===== src/rtl/pc_sequencer.sv =====
// pc_sequencer: next-PC controller for the `pc` module.
// Chooses jumpEn/target each cycle to advance, branch, call, return, stall or
// freeze the program counter. Owns the IDLE/RUN/HALT state, an optional
// circular return-address stack and a retired-instruction counter.
// Build option: define PC_SEQ_RAS_EN to include the return-address stack;
// without it, calls act as plain jumps and returns fall through sequentially.
module pc_sequencer #(
  parameter int D     = 10,
  parameter int DEPTH = 4
) (
  input  logic         clk,
  input  logic         reset,
  input  logic [D-1:0] programCounter,
  input  logic         start,
  input  logic         stall,
  input  logic         halt,
  input  logic         brEn,
  input  logic         brTaken,
  input  logic [7:0]   brOffset,
  input  logic         jmpEn,
  input  logic         callEn,
  input  logic         retEn,
  input  logic [D-1:0] jmpTarget,
  output logic         jumpEn,
  output logic [D-1:0] target,
  output logic         running,
  output logic         halted,
  output logic         rasErr,
  output logic [15:0]  instCount
);

  typedef enum logic [1:0] {
    S_IDLE = 2'd0,
    S_RUN  = 2'd1,
    S_HALT = 2'd2
  } state_t;

  state_t       state;
  state_t       next_state;
  logic         retire;
  logic [D-1:0] br_target;

  // Reject stack sizes the circular pointer arithmetic cannot wrap correctly.
  if (DEPTH < 2 || (DEPTH & (DEPTH - 1)) != 0) begin : g_bad_depth
    $error("pc_sequencer: DEPTH must be a power of two, at least 2");
  end

  // Branch target: sign-extended offset added with natural modulo-2^D wrap.
  assign br_target = programCounter + D'($signed(brOffset));

`ifdef PC_SEQ_RAS_EN
  localparam int AW = $clog2(DEPTH);
  localparam int CW = $clog2(DEPTH + 1);

  logic [D-1:0] ras_mem [DEPTH];
  logic [AW-1:0] ras_wp;      // next slot to write; top of stack is ras_wp-1
  logic [CW-1:0] ras_cnt;     // valid entries, saturates at DEPTH
  logic [D-1:0]  ras_top;
  logic [D-1:0]  pc_plus1;
  logic          do_push;
  logic          do_pop;
  logic          ras_uflow;

  assign ras_top  = ras_mem[ras_wp - AW'(1)];
  assign pc_plus1 = programCounter + D'(1);
`endif

  // Next-PC decision and side-effect requests, combinational from state and inputs.
  always_comb begin
    // NOTE: every output of this block gets a default first so no path infers a latch.
    jumpEn     = 1'b1;
    target     = '0;
    next_state = state;
    retire     = 1'b0;
`ifdef PC_SEQ_RAS_EN
    do_push    = 1'b0;
    do_pop     = 1'b0;
    ras_uflow  = 1'b0;
`endif
    case (state)
      S_IDLE: begin
        if (start) next_state = S_RUN;
      end
      S_HALT: begin
        target = programCounter;
        if (start) next_state = S_IDLE;
      end
      S_RUN: begin
        if (stall) begin
          target = programCounter;
        end else begin
          retire = 1'b1;
          if (halt) begin
            target     = programCounter;
            next_state = S_HALT;
          end else if (retEn) begin
`ifdef PC_SEQ_RAS_EN
            if (ras_cnt != '0) begin
              do_pop = 1'b1;
              target = ras_top;
            end else begin
              jumpEn    = 1'b0;
              ras_uflow = 1'b1;
            end
`else
            jumpEn = 1'b0;
`endif
          end else if (callEn) begin
`ifdef PC_SEQ_RAS_EN
            do_push = 1'b1;
`endif
            target = jmpTarget;
          end else if (jmpEn) begin
            target = jmpTarget;
          end else if (brEn && brTaken) begin
            target = br_target;
          end else begin
            jumpEn = 1'b0;
          end
        end
      end
      default: begin
        next_state = S_IDLE;
      end
    endcase
  end

  // Run/halt state and retired-instruction counter.
  always_ff @(posedge clk or negedge reset) begin
    // NOTE: sequential state uses non-blocking assignments so all flops update together.
    if (!reset) begin
      state     <= S_IDLE;
      instCount <= '0;
    end else begin
      state <= next_state;
      if (retire) instCount <= instCount + 16'd1;
    end
  end

  assign running = (state == S_RUN);
  assign halted  = (state == S_HALT);

`ifdef PC_SEQ_RAS_EN
  // Stack storage: written on push only.
  // NOTE: the array is not reset; ras_cnt alone decides which entries are valid.
  always_ff @(posedge clk) begin
    if (do_push) ras_mem[ras_wp] <= pc_plus1;
  end

  // Stack pointer, occupancy and sticky overflow/underflow flag.
  always_ff @(posedge clk or negedge reset) begin
    if (!reset) begin
      ras_wp  <= '0;
      ras_cnt <= '0;
      rasErr  <= 1'b0;
    end else begin
      if (do_push) begin
        ras_wp <= ras_wp + AW'(1);
        // When full, the write lands on the oldest entry and depth stays at DEPTH.
        if (ras_cnt == CW'(DEPTH)) rasErr <= 1'b1;
        else ras_cnt <= ras_cnt + CW'(1);
      end else if (do_pop) begin
        ras_wp  <= ras_wp - AW'(1);
        ras_cnt <= ras_cnt - CW'(1);
      end
      if (ras_uflow) rasErr <= 1'b1;
    end
  end
`else
  assign rasErr = 1'b0;
`endif

endmodule


===== config.mk =====
export PLATFORM = sky130hd
export DESIGN_NAME = pc_sequencer
export DESIGN_NICKNAME = d
export VERILOG_FILES = /design/src/rtl/pc_sequencer.sv
export SDC_FILE = /design/constraint.sdc
export NUM_CORES = 1
export LEC_CHECK = 0
export CAP_MARGIN = 20
export CORE_MARGIN = 2
export CORE_UTILIZATION = 30
export DETAILED_ROUTE_END_ITERATION = 8
export GPL_TIMING_DRIVEN = 0
export REMOVE_ABC_BUFFERS = 1
export SLEW_MARGIN = 30
export SYNTH_ARGS = -nofsm -noshare
export SYNTH_HDL_FRONTEND = slang
export SYNTH_SLANG_ARGS = --single-unit

===== constraint.sdc =====
create_clock -name clk -period 4.5 [get_ports clk]
set_clock_uncertainty 0.2 [all_clocks]
set_input_delay 0.675 -clock clk [delete_from_list [all_inputs] [get_ports clk]]
set_output_delay 0.675 -clock clk [all_outputs]
set_load 0.005 [all_outputs]

; ---- Word level (Yosys, flattened, before mapping)
; Cells that the tools add are included.
[word_totals]
regBits = 18
output_inout_bits = 30
wordCells = 34
[op_classes]
n_mux = 21
n_eq_ne = 6
n_addsub = 2
reduce_logical = 3
[ops]
columns = cell, count
row1 = $mux W10, 6
row2 = $pmux W10 S2, 1
row3 = $add A16 B1 Y16 const B, 1
row4 = $add A10 B10 Y10, 1
row5 = $mux W1, 9
row6 = $mux W2, 4
row7 = $ne A2 B2 Y1 const B, 4
row8 = $pmux W2 S3, 1
row9 = $reduce_and A4 Y1, 1
row10 = $eq A2 B1 Y1 const B, 1
row11 = $eq A2 B2 Y1 const B, 1
row12 = $logic_not A2 Y1, 1
row13 = $logic_and A1 B1 Y1, 1

; ---- Depth between registers and ports, before layout
; Gate-level depths: netlist of the first run.
[depth]
ltp_word = 8
ltp_mapped = 8
depth_no_buf = 7

; ---- Worst setup path before layout of the first run
; OpenSTA, ideal clock, no wires.
[synth_path]
path_kind = input port to output port
startpoint = input programCounter[0]
endpoint = output target[8]
slack_ns = 1.409
required_time_ns = 3.625
arrival_time_ns = 2.216
stages = 7
n_path_buf = 0
path_cell_list = ha_1 -> fa_1 -> a211oi_1 -> o21ai_0 -> a31oi_1 -> xnor2_1 -> o2bb2ai_1
[synth_between]
elab_chain_len = 8
[synth_lines]
columns = item, line
row1 = from (decl), 13  ; input logic [D-1:0] programCounter,
row2 = $add A10 B10 Y10, 49  ; assign br_target = programCounter + D'($signed(brOffset));
row3 = $mux W10, 115  ; end else if (brEn && brTaken) begin
row4 = $mux W10, 113  ; end else if (jmpEn) begin
row5 = $mux W10, 108  ; end else if (callEn) begin
row6 = $mux W10, 96  ; end else if (retEn) begin
row7 = $mux W10, 93  ; if (halt) begin
row8 = $mux W10, 89  ; if (stall) begin
row9 = $pmux W10 S2, 80  ; case (state)
row10 = to (decl), 25  ; output logic [D-1:0] target,
; No other way between the ends.

; ---- Final worst setup path of the first run
; Same ends and word-level chain as after synthesis.

==> reports/results.tsv, run 1 <==
metric	value	unit
status	finished clean	
gpl congestion	0.8295	
Final ANT Viol Nets	0	
die area	5855	um^2
Logic pwr share	56.4	%
Initial Util	30.89	%
final WL	3.887	mm
worst hold path type	reg -> reg	
# diodes	0	
Num CTS Buffers	3	
endpoints failing setup	0	
Final Hold Fails	0	
clock slew at reported path FFs	0.07	ns
Resized cells post-CTS	0	
gr ovfl total	0	
Leak	0.9374	nW
min Tclk post-route	4.251	ns
Fin Hold WS	0.2769	ns
drt drc	0	
Layout area overhead	49.01	%
Worst EP arrival	3.38	ns
Post-CTS Setup Bufs	0	
root buffer cell	clkbuf_8	
Power Internal	0.0005175	W
crit path launch type	input port	
Worst Path Max Fanout	3	
Fill cells	506	
TritonCTS Sinks	18	
ys flop type	dfrtp_1	
max_slew headroom	48.59	%
1st-iter DRT viols	52	
crit-path most repeated cell	clkdlybuf4s50_1	
Post-Syn Area	1578	um^2
CP Class	in -> out	
core area	5107	um^2
Ports	68	
NetSw	0.0003196	W
DP HPWL	3.113	mm
drt wl/cell	12.50	um
RSZ-0062 raised after global routing	false	
pre-CTS setup slack	0.2212	ns
Die X	76.52	um
Hold Buf Count CTS	0	
initial antenna violation count	0	
post-synthesis register bit count	18	
register area share after synthesis	28.55	%
Critical Path Sink Type	primary output	
Synth cell types	45	
max-cap violations	0	
CTS tree	yes	
Die H	76.52	um
synth warn	0	
GRT Overall Usage	13.14	%
first-pass GRT wire length	6.492	mm
Crit path max-delay family	buffers and inverters	
Tcrit/Tclk final	94.46	%
Slowest-stage cell, CP	clkdlybuf4s50_1	
ys async rst share	100.0	%
drt pass-1 iters	4	
Reg power frac	27.9	%
Net Sw Frac	38.18	%
clock power share	15.7	%
Avg Vias per Cell	4.945	
Max Buffers Root-to-Sink	2	
WP buf/inv	2	
number of nets in the layout	295	
Core Rows	26	
synthesized area per cell	8.965	um^2
PnR worst setup slack	0.2492	ns
largest net degree at the start of global routing	19	
Post-Route Utilization	46.03	%
I/O Buffers	66	
setup_tns	0	ns
fin. max-slew vios	0	
DR vias	1538	
Worst-Skew Late Latency	0.25	ns
fmax	235.3	MHz
layout cells sized above 1	5.394	%
vias in the first global route	1430	
H-tree levels	1	
Tightest Pin Transition	0.7688	ns
Pwr Density	356.0	nW/um^2
crit-path cells	clkdlybuf4s50_1, ha_1, fa_1, a211oi_1, o21ai_0, a31oi_1, xnor2_1, o2bb2ai_1, clkdlybuf4s50_1	
Post-Syn Instances	176	
Req. time, crit path	3.62	ns
CP max stage delay	0.52	ns
Post-synth EDFFs	0	
worst IR drop on VDD	0.0001607	V
-- synth_stat cells (all sizes together), types with 4 or more instances --
master | count | area (um^2)
dfrtp | 18 | 450.4
xor2 | 6 | 52.55
a22oi | 10 | 75.07
nand2 | 16 | 60.06
nand2b | 4 | 25.02
o21ai | 13 | 65.06
a21oi | 7 | 35.03
nand4 | 6 | 52.55
nor2 | 17 | 66.32
a211oi | 5 | 42.54
ha | 14 | 175.2
xnor2 | 14 | 122.6
nand3 | 7 | 35.03
-- sequential cells by signal, indices dropped and copies added (netlist names) --
name	flops
instCount	16
state	2
-- final cells by class --
cell class                      instances  area, um^2  share of cell area (%)
Tap cell                               70       87.58                   3.725
Timing Repair Buffer                   66       660.6                   28.10
Sequential cell                        18       450.4                   19.16
Clock buffer                            4       55.05                   2.342
Inverter                                3       11.26                  0.4790
Multi-Input combinational cell        150        1086                   46.19
-- worst paths after layout --
| kind | startpoint | endpoint | slack [ns] | cells after the start |
|---|---|---|---|---|
| max | programCounter[0] | target[8] | 0.25 | 9 |
| min | instCount[15]$_DFFE_PN0P_ | instCount[15]$_DFFE_PN0P_ | 0.28 | 1 |
| max reg2reg | state[1]$_DFFE_PN0P_ | instCount[15]$_DFFE_PN0P_ | 2.09 | 7 |
| min reg2reg | instCount[15]$_DFFE_PN0P_ | instCount[15]$_DFFE_PN0P_ | 0.28 | 1 |
| max in group asynchronous | reset | instCount[2]$_DFFE_PN0P_ | 2.95 | 1 |
| min in group asynchronous | reset | instCount[14]$_DFFE_PN0P_ | 0.67 | 1 |
-- cell families (layout without fill, tap and decap cells) --
family          after synthesis  in the layout  synth area share (%)
compound gates               51             51                 21.65
fa+ha+maj                    15             15                 12.37
simple gates                 62             62                 22.76
other cells                   1              1                0.2377
flops                        18             18                 28.55
xor+xnor                     20             20                 11.10
mux                           1              1                0.7137
buf+inv                       8             73                 2.617
-- placed cells by master (no fill, tap or decap), types with 5 or more instances in the layout --
cell type	n
clkdlybuf4s50_1	66
nor2_1	16
dfrtp_1	18
a21oi_1	7
a22oi_1	10
o21ai_0	10
ha_1	14
xor2_1	6
nand3_1	7
nand4_1	5
nand2_1	16
xnor2_1	14
-- routing by layer --
metal  vias to the layer above  track usage [%]  wire length [um]
li1                        774                -                 -
met5                         -                0                 0
met1                       714            17.31              1788
met2                        46            21.77              1818
met3                         4            2.962               256
met4                         0            3.273                24
-- power by group through the flow --
stage | logic (W) | registers, W | clock network [W]
after floorplan | 0.000247 | 0.000232 | 0
after global placement | 0.000469 | 0.000238 | 0
after detailed placement | 0.000475 | 0.000237 | 0
after CTS | 0.000478 | 0.000235 | 0.000135
after global routing | 0.000529 | 0.000241 | 0.000142
final | 0.000472 | 0.000234 | 0.000131
-- through the flow --
| stage | area (um^2) | instances | power, W |
|---|---|---|---|
| after floorplan | 1548 | 171 | 0.0004793 |
| after global placement | 2296 | 307 | 0.0007073 |
| after detailed placement | 2296 | 307 | 0.0007122 |
| after CTS | 2351 | 311 | 0.0008480 |
| after global routing | 2351 | 311 | 0.0009125 |
| final | 2351 | 311 | 0.0008371 |
Note: power is estimated with default switching activity, not from simulation.
==> run 2: changes to the inputs <==
- GPL_ROUTABILITY_DRIVEN: not set -> 1
==> results of run 2 <==
The final DEF is identical to that of run 1; final timing and power are the same.
==> run 3: changes to the inputs <==
- CELL_PAD_IN_SITES_DETAIL_PLACEMENT: not set -> 1
- CELL_PAD_IN_SITES_GLOBAL_PLACEMENT: not set -> 1
- PLACE_DENSITY_LB_ADDON: not set -> 0.1
==> reports/results.tsv, run 3 (synthesis results as in run 1) <==
metric	value	unit	change
Fill cells	619		was 506
Tcrit/Tclk final	94.94	%	was 94.46%
DR top layer	met4		unchanged
register-to-register setup slack	2.03	ns	was 2.09 ns
crit path launch type	input port		unchanged
endpoints failing setup	0		unchanged
vias in the first global route	1693		was 1,430
gpl congestion	0.7419		was 0.8295
metal2 WL	1.993	mm	was 1.818 mm
GRT Overall Usage	15.58	%	was 13.14%
Ports	68		unchanged
Avg Vias per Cell	5.048		was 4.945
RSZ-0062 raised after global routing	false		unchanged
Max Buffers Root-to-Sink	2		unchanged
footprint of the multi-input gates	1086	um^2	unchanged
first-pass GRT wire length	7.652	mm	was 6.492 mm
met3 wire len	239	um	was 256 um
WL met1	2.086	mm	was 1.788 mm
biggest regs	instCount: 16 flops, state: 2 flops		unchanged
Critical Path Sink Type	primary output		unchanged
max-cap violations	0		unchanged
worst hold path type	reg -> reg		unchanged
CP max stage delay	0.53	ns	was 0.52 ns
Num CTS Buffers	3		unchanged
Hold Buf Count CTS	0		unchanged
Resized cells post-CTS	0		unchanged
max_slew headroom	46.48	%	was 48.59%
PnR worst setup slack	0.2278	ns	was 0.2492 ns
Initial Util	30.89	%	unchanged
final WL	4.345	mm	was 3.887 mm
number of flip-flops in the largest register	16		unchanged
register area	450.4	um^2	unchanged
Die X	76.52	um	unchanged
most common cell after layout, fill and taps aside	clkdlybuf4s50_1		unchanged
CP Class	in -> out		unchanged
Leak	0.9374	nW	unchanged
min Tclk post-route	4.272	ns	was 4.251 ns
drt pass-1 iters	4		unchanged
drt drc	0		unchanged
I/O Buffers	66		unchanged
Die H	76.52	um	unchanged
drt wl/cell	13.97	um	was 12.50 um
Slowest-stage cell, CP	clkdlybuf4s50_1		unchanged
DR vias	1570		was 1,538
number of nets in the layout	295		unchanged
Post-CTS Setup Bufs	0		unchanged
worst IR drop on VDD	0.0002357	V	was 0.0001607 V
initial antenna violation count	0		unchanged
Final Hold Fails	0		unchanged
Reg with most FFs	instCount		unchanged
Tightest Pin Transition	0.8002	ns	was 0.7688 ns
root buffer cell	clkbuf_8		unchanged
setup_tns	0	ns	unchanged
Req. time, crit path	3.62	ns	about the same
fin. max-slew vios	0		unchanged
H-tree levels	1		unchanged
crit-path cells	clkdlybuf4s50_1, ha_1, fa_1, a211oi_1, o21ai_0, a31oi_1, xnor2_1, o2bb2ai_1, clkdlybuf4s50_1		unchanged
clock slew at reported path FFs	0.07	ns	about the same
crit-path most repeated cell	clkdlybuf4s50_1		unchanged
most frequent cells in the layout	clkdlybuf4s50_1, dfrtp_1, nor2_1, nand2_1		unchanged
die area	5855	um^2	unchanged
pre-CTS setup slack	0.2005	ns	was 0.2212 ns
1st-iter DRT viols	45		was 52
TritonCTS Sinks	18		unchanged
Core Rows	26		unchanged
layout cells sized above 1	5.394	%	unchanged
Layout area overhead	49.01	%	unchanged
CTS tree	yes		unchanged
Pwr Density	359.5	nW/um^2	was 356.0 nW/um^2
core area	5107	um^2	unchanged
Worst-Skew Late Latency	0.25	ns	about the same
# diodes	0		unchanged
gr ovfl total	0		unchanged
status	finished clean		unchanged
Worst Path Max Fanout	3		unchanged
DP HPWL	3.600	mm	was 3.113 mm
Worst EP arrival	3.40	ns	was 3.38 ns
fmax	234.1	MHz	was 235.3 MHz
Final ANT Viol Nets	0		unchanged
largest net degree at the start of global routing	19		unchanged
-- run 3: worst paths after layout --
kind,start,to,cells past startpoint
worst max-delay path,programCounter[0],target[8],9
worst min-delay path,instCount[15]$_DFFE_PN0P_,instCount[15]$_DFFE_PN0P_,1
worst max register to register,state[1]$_DFFE_PN0P_,instCount[15]$_DFFE_PN0P_,7
worst min register to register,instCount[15]$_DFFE_PN0P_,instCount[15]$_DFFE_PN0P_,1
max in group asynchronous,reset,instCount[5]$_DFFE_PN0P_,1
min in group asynchronous,reset,instCount[0]$_DFFE_PN0P_,1
-- run 3: critical path, delay by kind of cell --
kind,cells,cell delay [ns]
adders and majority gates,2,0.70
AOI/OAI and AO/OA,4,0.92
buffers and inverters,2,0.96
xor gates and xnor gates,1,0.14
-- run 3: through the flow --
step	total power [W]	hold WS (ns)	area, um^2	instances	utilization, %
finish	0.0008452	0.2849	2351	311	46.03
global route	0.0009234	0.3018	2351	311	46.03
CTS	0.0008581	0.2954	2351	311	46.03
detailed placement	0.0007210	0.2810	2296	307	44.95
global placement	0.0007148	0.2615	2296	307	44.95
floorplan	0.0004793	0.1794	1548	171	-
-- run 3: final cells by class --
type                            count  area share [%]
Inverter                            3          0.4790
Sequential cell                    18           19.16
Timing Repair Buffer               66           28.10
Tap cell                           70           3.725
Clock buffer                        4           2.342
Multi-Input combinational cell    150           46.19
-- run 3: layer usage --
metal / vias to the layer above / GRT usage, %
met1: 747 / 20.42
met5: - / 0
met4: 0 / 3.273
li1: 779 / -
met3: 2 / 3.791
met2: 42 / 26.02
-- run 3: power breakdown --
group	switching (W)	internal [W]	total, W
Clock	0.0000538	0.0000777	0.000132
Combinational	0.000233	0.000248	0.000480
Sequential	0.0000400	0.000194	0.000234
Total	0.000326	0.000519	0.000845
==> RTL edit 1, RTL diff (flow settings as in run 3) <==
Build with the macro `PC_SEQ_RAS_EN` defined.
--- a/src/rtl/pc_sequencer.sv
+++ b/src/rtl/pc_sequencer.sv
@@ -4,6 +4,8 @@
 // circular return-address stack and a retired-instruction counter.
 // Build option: define PC_SEQ_RAS_EN to include the return-address stack;
 // without it, calls act as plain jumps and returns fall through sequentially.
+`define PC_SEQ_RAS_EN
+
 module pc_sequencer #(
   parameter int D     = 10,
   parameter int DEPTH = 4
Function: changed (a bounded check fails within 4 cycles, from zero or initial values and one cycle with reset low).
==> RTL edit 1 against run 3 <==
Synthesized area up 140%. Wire length up 130%. Power rose to 2.7 times the old value. Final area up 110%. Critical endpoint unchanged. Via count up 72%. Sequential cell count up 46. Largest power group unchanged. Worst setup slack worse by 0.054 ns.
==> RTL edit 1: results (changes against run 3) <==
- Share of synthesized area occupied by flip-flops and latches: 48.40% (was 28.55%)
- Multi-input combinational cell count: 235 (was 150)
- Fraction of layout cells with a size suffix above 1: 9.207% (was 5.394%)
- Area overhead of the layout relative to synthesis: 29.48% (was 49.01%)
- RR Endpoint: ras_cnt[2]$_DFFE_PN0P_ (was instCount[15]$_DFFE_PN0P_)
- Regs by FF count: ras_mem: 40 flops, instCount: 16 flops, ras_cnt: 3 flops (was instCount: 16 flops, state: 2 flops)
- Delay of the slowest cell on the worst path: 0.61 ns (was 0.53 ns)
- Filler cell count in the final layout: 1305 (was 619)
- Share of final layout cell area taken by non-clock buffers: 13.81% (was 28.10%)
- Final layout net count: 445 (was 295)
- Distinct cells, synth: 50 (was 45)
- Depth of the worst register-to-register path: 9 (was 7)
- Number of enable-type register cells in the synthesized netlist: 40 (was 0)
- Final Wtd Congestion: 0.7942 (was 0.7419)
- Number of global-route vias before repair: 2828 (was 1693)
- Placed cell count: 543 (was 307)
- CP Max Fanout: 6 (was 3)
- Number of H-tree levels: 3 (was 1)
- Slack of the critical path: 0.1741 ns (was 0.2278 ns)
- Clock network area share: 5.659% (was 2.342%)
- Fraction of standard cell area in multi-input logic: 38.06% (was 46.19%)
- Area contributors post-synth: sky130_fd_sc_hd__edfxtp_1 32%, sky130_fd_sc_hd__dfrtp_1 16%, sky130_fd_sc_hd__ha_1 6.4%, sky130_fd_sc_hd__xnor2_1 5.4%, sky130_fd_sc_hd__mux4_1 4.2% (was sky130_fd_sc_hd__dfrtp_1 29%, sky130_fd_sc_hd__ha_1 11%, sky130_fd_sc_hd__xnor2_1 7.8%, sky130_fd_sc_hd__a22oi_1 4.8%, sky130_fd_sc_hd__nand2_1 3.8%)
- Post-DR wirelength/cell: 17.52 µm (was 13.97 µm)
- GRT Util Overall: 15.63% (was 15.58%)
- Kind of path behind the tightest hold check: in -> async (was reg -> reg)
- Post-Place Setup Slack: 0.1216 ns (was 0.2005 ns)
- Status: complete, no violations (unchanged)
- Share of flip-flops with an asynchronous set or reset: 37.50% (was 100.0%)
- Number of inverters outside the clock class in the layout: 9 (was 3)
- Worst-margin pin slew: 0.8701 ns (was 0.8002 ns)
- Largest net degree at the start of global routing: 25 (was 19)
- Net switching fraction of the power: 34.12% (was 38.62%)
- Worst skew pair latency: 0.33 ns (was 0.25 ns)
- Wire length of the first global-routing pass: 15.55 mm (was 7.652 mm)
- Detailed-route via count: 2697 (was 1570)
- Final hold slack: 0.1262 ns (was 0.2849 ns)
- CP arrival: 3.45 ns (was 3.40 ns)
- Sequential cell area: 1803 µm² (was 450.4 µm²)
- Starting DRC count in detailed routing: 105 (was 45)
- Peak ir drop on the vdd network: 0.1787 mV (was 0.2357 mV)
- Instance area at placement: 4543 µm² (was 2296 µm²)
[RTL edit 1: cells by family after synthesis]
| family | share of synthesized area (%) |
|---|---|
| muxes | 7.261 |
| buffers and inverters | 2.386 |
| DFF | 48.40 |
| and+or+nand+nor | 14.79 |
| xor gates and xnor gates | 8.235 |
| AOI/OAI and AO/OA | 11.46 |
| adders and majority gates | 7.462 |
[RTL edit 1: routing by layer]
| metal | GRT usage (%) | share of wire [%] |
|---|---|---|
| met3 | 3.585 | 4.4 |
| met2 | 23.98 | 45 |
| met4 | 5.542 | 1.2 |
| met5 | 0 | 0 |
| met1 | 21.72 | 49 |
[RTL edit 1: power groups by stage]
stage          clock [mW]  sequential, mW  combinational (mW)
2_1_floorplan           0           0.783               0.500
3_3_place_gp            0           0.803               0.854
3_5_place_dp            0           0.806               0.863
4_1_cts             0.648           0.794               0.868
5_1_grt             0.671           0.809               0.962
6_report            0.629           0.792               0.857
==> RTL edit 2, RTL diff (config.mk and constraints of run 3) <==
Made on the original files. Encoding of `state_t`: now one-hot (3 bits for 3 states).
--- a/src/rtl/pc_sequencer.sv
+++ b/src/rtl/pc_sequencer.sv
@@ -29,10 +29,10 @@
   output logic [15:0]  instCount
 );
 
-  typedef enum logic [1:0] {
-    S_IDLE = 2'd0,
-    S_RUN  = 2'd1,
-    S_HALT = 2'd2
+  typedef enum logic [2:0] {
+    S_IDLE = 3'b001,
+    S_RUN  = 3'b010,
+    S_HALT = 3'b100
   } state_t;
 
   state_t       state;
Behaviour: no difference found for any inputs over 10 cycles, from zero or initial values and one cycle with reset low; not proved beyond that.
==> RTL edit 2 against run 3 <==
First-iteration DRC count rose by 27%. Power fell by 28%. Worst setup slack got worse by 0.027 ns. Largest cell class unchanged. Utilization rose by 0.92 points. Critical path type unchanged. Register-to-register slack improved by 0.34 ns. Synthesized area fell by 9.1%. Wire length fell by 3.5%. Sequential cell count rose by 1. Sequential share of layout area rose by 2.6 points. Highest routed layer unchanged. Maximum frequency fell by 0.64%. Via count fell by 7.5%. Final cell count fell by 10%. Final area fell by 6.9%.
==> RTL edit 2: results (changes against run 3) <==
- Average cell area after synthesis: 9.075 µm² (was 8.965 µm²)
- Clock-pin slew on the worst setup and hold paths: 0.07 ns (about the same)
- Fraction of layout cells with a size suffix above 1: 6.667% (was 5.394%)
- Distinct cells, synth: 38 (was 45)
- Post-route clock period utilization: 95.55% (was 94.94%)
- Final hold slack: 0.1576 ns (was 0.2849 ns)
- Worst setup path endpoint: target[8] (unchanged)
- CTS Hold Bufs: 0 (unchanged)
- Kind of path behind the tightest hold check: in -> async (was reg -> reg)
- Peak ir drop on the vdd network: 0.1162 mV (was 0.2357 mV)
- Share of synthesized area occupied by flip-flops and latches: 33.25% (was 28.55%)
- Post-Place Setup Slack: 0.02763 ns (was 0.2005 ns)
- Filler cell count in the final layout: 562 (was 619)
- Detailed-route via count: 1453 (was 1570)
- Leakage: 0.9008 nW (was 0.9374 nW)
- Largest net degree at the start of global routing: 20 (was 19)
- Starting DRC count in detailed routing: 57 (was 45)
- RR Endpoint: instCount[14]$_DFFE_PN0P_ (was instCount[15]$_DFFE_PN0P_)
- Regs by FF count: instCount: 16 flops, state: 3 flops (was instCount: 16 flops, state: 2 flops)
- R2R setup slack: 2.37 ns (was 2.03 ns)
- Final Wtd Congestion: 0.7896 (was 0.7419)
- Buffer levels on the longest clock path: 2 (unchanged)
- Number of global-route vias before repair: 1557 (was 1693)
- Placed cell count: 275 (was 307)
- CP arrival: 3.42 ns (was 3.40 ns)
- GRT Util Overall: 16.36% (was 15.58%)
- Dpl hpwl: 3.446 mm (was 3.600 mm)
- Worst relative slew slack: 41.24% (was 46.48%)
- Leading cell types by count after synthesis: 18 x sky130_fd_sc_hd__dfrtp_1, 18 x sky130_fd_sc_hd__nand2_1, 15 x sky130_fd_sc_hd__nor2_1, 14 x sky130_fd_sc_hd__xnor2_1 (was 18 x sky130_fd_sc_hd__dfrtp_1, 16 x sky130_fd_sc_hd__nand2_1, 16 x sky130_fd_sc_hd__nor2_1, 14 x sky130_fd_sc_hd__ha_1, 14 x sky130_fd_sc_hd__xnor2_1)
- Worst reg2reg startpoint: state[0]$_DFFE_PN1P_ (was state[1]$_DFFE_PN0P_)
- Post-DR wirelength/cell: 15.02 µm (was 13.97 µm)
- Via density per instance: 5.208 (was 5.048)
- Status: complete, no violations (unchanged)
- Area contributors post-synth: sky130_fd_sc_hd__dfrtp_1 31%, sky130_fd_sc_hd__ha_1 8.7%, sky130_fd_sc_hd__xnor2_1 8.6%, sky130_fd_sc_hd__xor2_1 5.5%, sky130_fd_sc_hd__a22oi_1 4.7% (was sky130_fd_sc_hd__dfrtp_1 29%, sky130_fd_sc_hd__ha_1 11%, sky130_fd_sc_hd__xnor2_1 7.8%, sky130_fd_sc_hd__a22oi_1 4.8%, sky130_fd_sc_hd__nand2_1 3.8%)
- Wire length of the first global-routing pass: 6.913 mm (was 7.652 mm)
- CP Max Fanout: 2 (was 3)
## RTL edit 2: changes by cell type in the layout (fill, tap and decap cells not counted), moves of 2 or more
| cell | delta |
|---|---|
| sky130_fd_sc_hd__a22o_1 | -2 |
| sky130_fd_sc_hd__nand3_1 | -3 |
| sky130_fd_sc_hd__ha_1 | -4 |
| sky130_fd_sc_hd__nand2_1 | +2 |
| sky130_fd_sc_hd__xor2_1 | +3 |
| sky130_fd_sc_hd__nand2b_4 | +2 |
| sky130_fd_sc_hd__o21ai_1 | -3 |
| sky130_fd_sc_hd__a211oi_1 | -2 |
| sky130_fd_sc_hd__o2bb2ai_1 | -3 |
## RTL edit 2: through the flow
step                      cell area (µm²)  utilization (%)
after floorplan                      1411                -
after global placement               2140            45.91
after detailed placement             2140            45.91
after CTS                            2185            46.87
after global routing                 2188            46.95
final                                2188            46.95
## RTL edit 2: worst min path at each step
stage,from,endpoint,depth (start not counted)
2_1_floorplan,reset,instCount[0]$_DFFE_PN0P_,0
3_3_place_gp,instCount[15]$_DFFE_PN0P_,instCount[15]$_DFFE_PN0P_,1
3_5_place_dp,instCount[15]$_DFFE_PN0P_,instCount[15]$_DFFE_PN0P_,1
4_1_cts,instCount[15]$_DFFE_PN0P_,instCount[15]$_DFFE_PN0P_,1
5_1_grt,reset,instCount[3]$_DFFE_PN0P_,1
6_report,reset,instCount[10]$_DFFE_PN0P_,1
## RTL edit 2: timing repair
action | in CTS | in global routing
setup buffers | 0 | 0
setup endpoints to repair | 0 | 2
resized for setup | 0 | 2
## RTL edit 2: layout make-up
type | instances | area [µm²] | share of cell area [%]
multi-input cells | 134 | 935.9 | 42.77
repair buffers | 66 | 655.6 | 29.96
flip-flops and latches | 19 | 476.7 | 21.78
well taps | 54 | 67.56 | 3.087
clock buffers | 4 | 45.04 | 2.058
inverters | 2 | 7.507 | 0.3431
## RTL edit 2: layer usage
layer | up-vias | track usage [%] | part of all wire (%)
met1 | 713 | 18.18 | 40
li1 | 697 | - | -
met3 | 2 | 3.315 | 5.5
met5 | - | 0 | 0
met4 | 0 | 4.938 | 0.64
met2 | 41 | 30.83 | 54
## RTL edit 2: kinds of logic after synthesis
group | synth area share, %
AO/OA/AOI/OAI | 17.45
other | 0.2615
XOR/XNOR | 14.05
flip-flops | 33.25
AND/OR/NAND/NOR | 21.99
adder cells (fa/ha/maj) | 10.12
buffers and inverters | 2.094
multiplexers | 0.7853
## RTL edit 2: report_power, final
group	switching, mW	internal, mW	total, mW
sequential	0.0420	0.200	0.242
clock	0.0532	0.0628	0.116
combinational	0.102	0.149	0.252
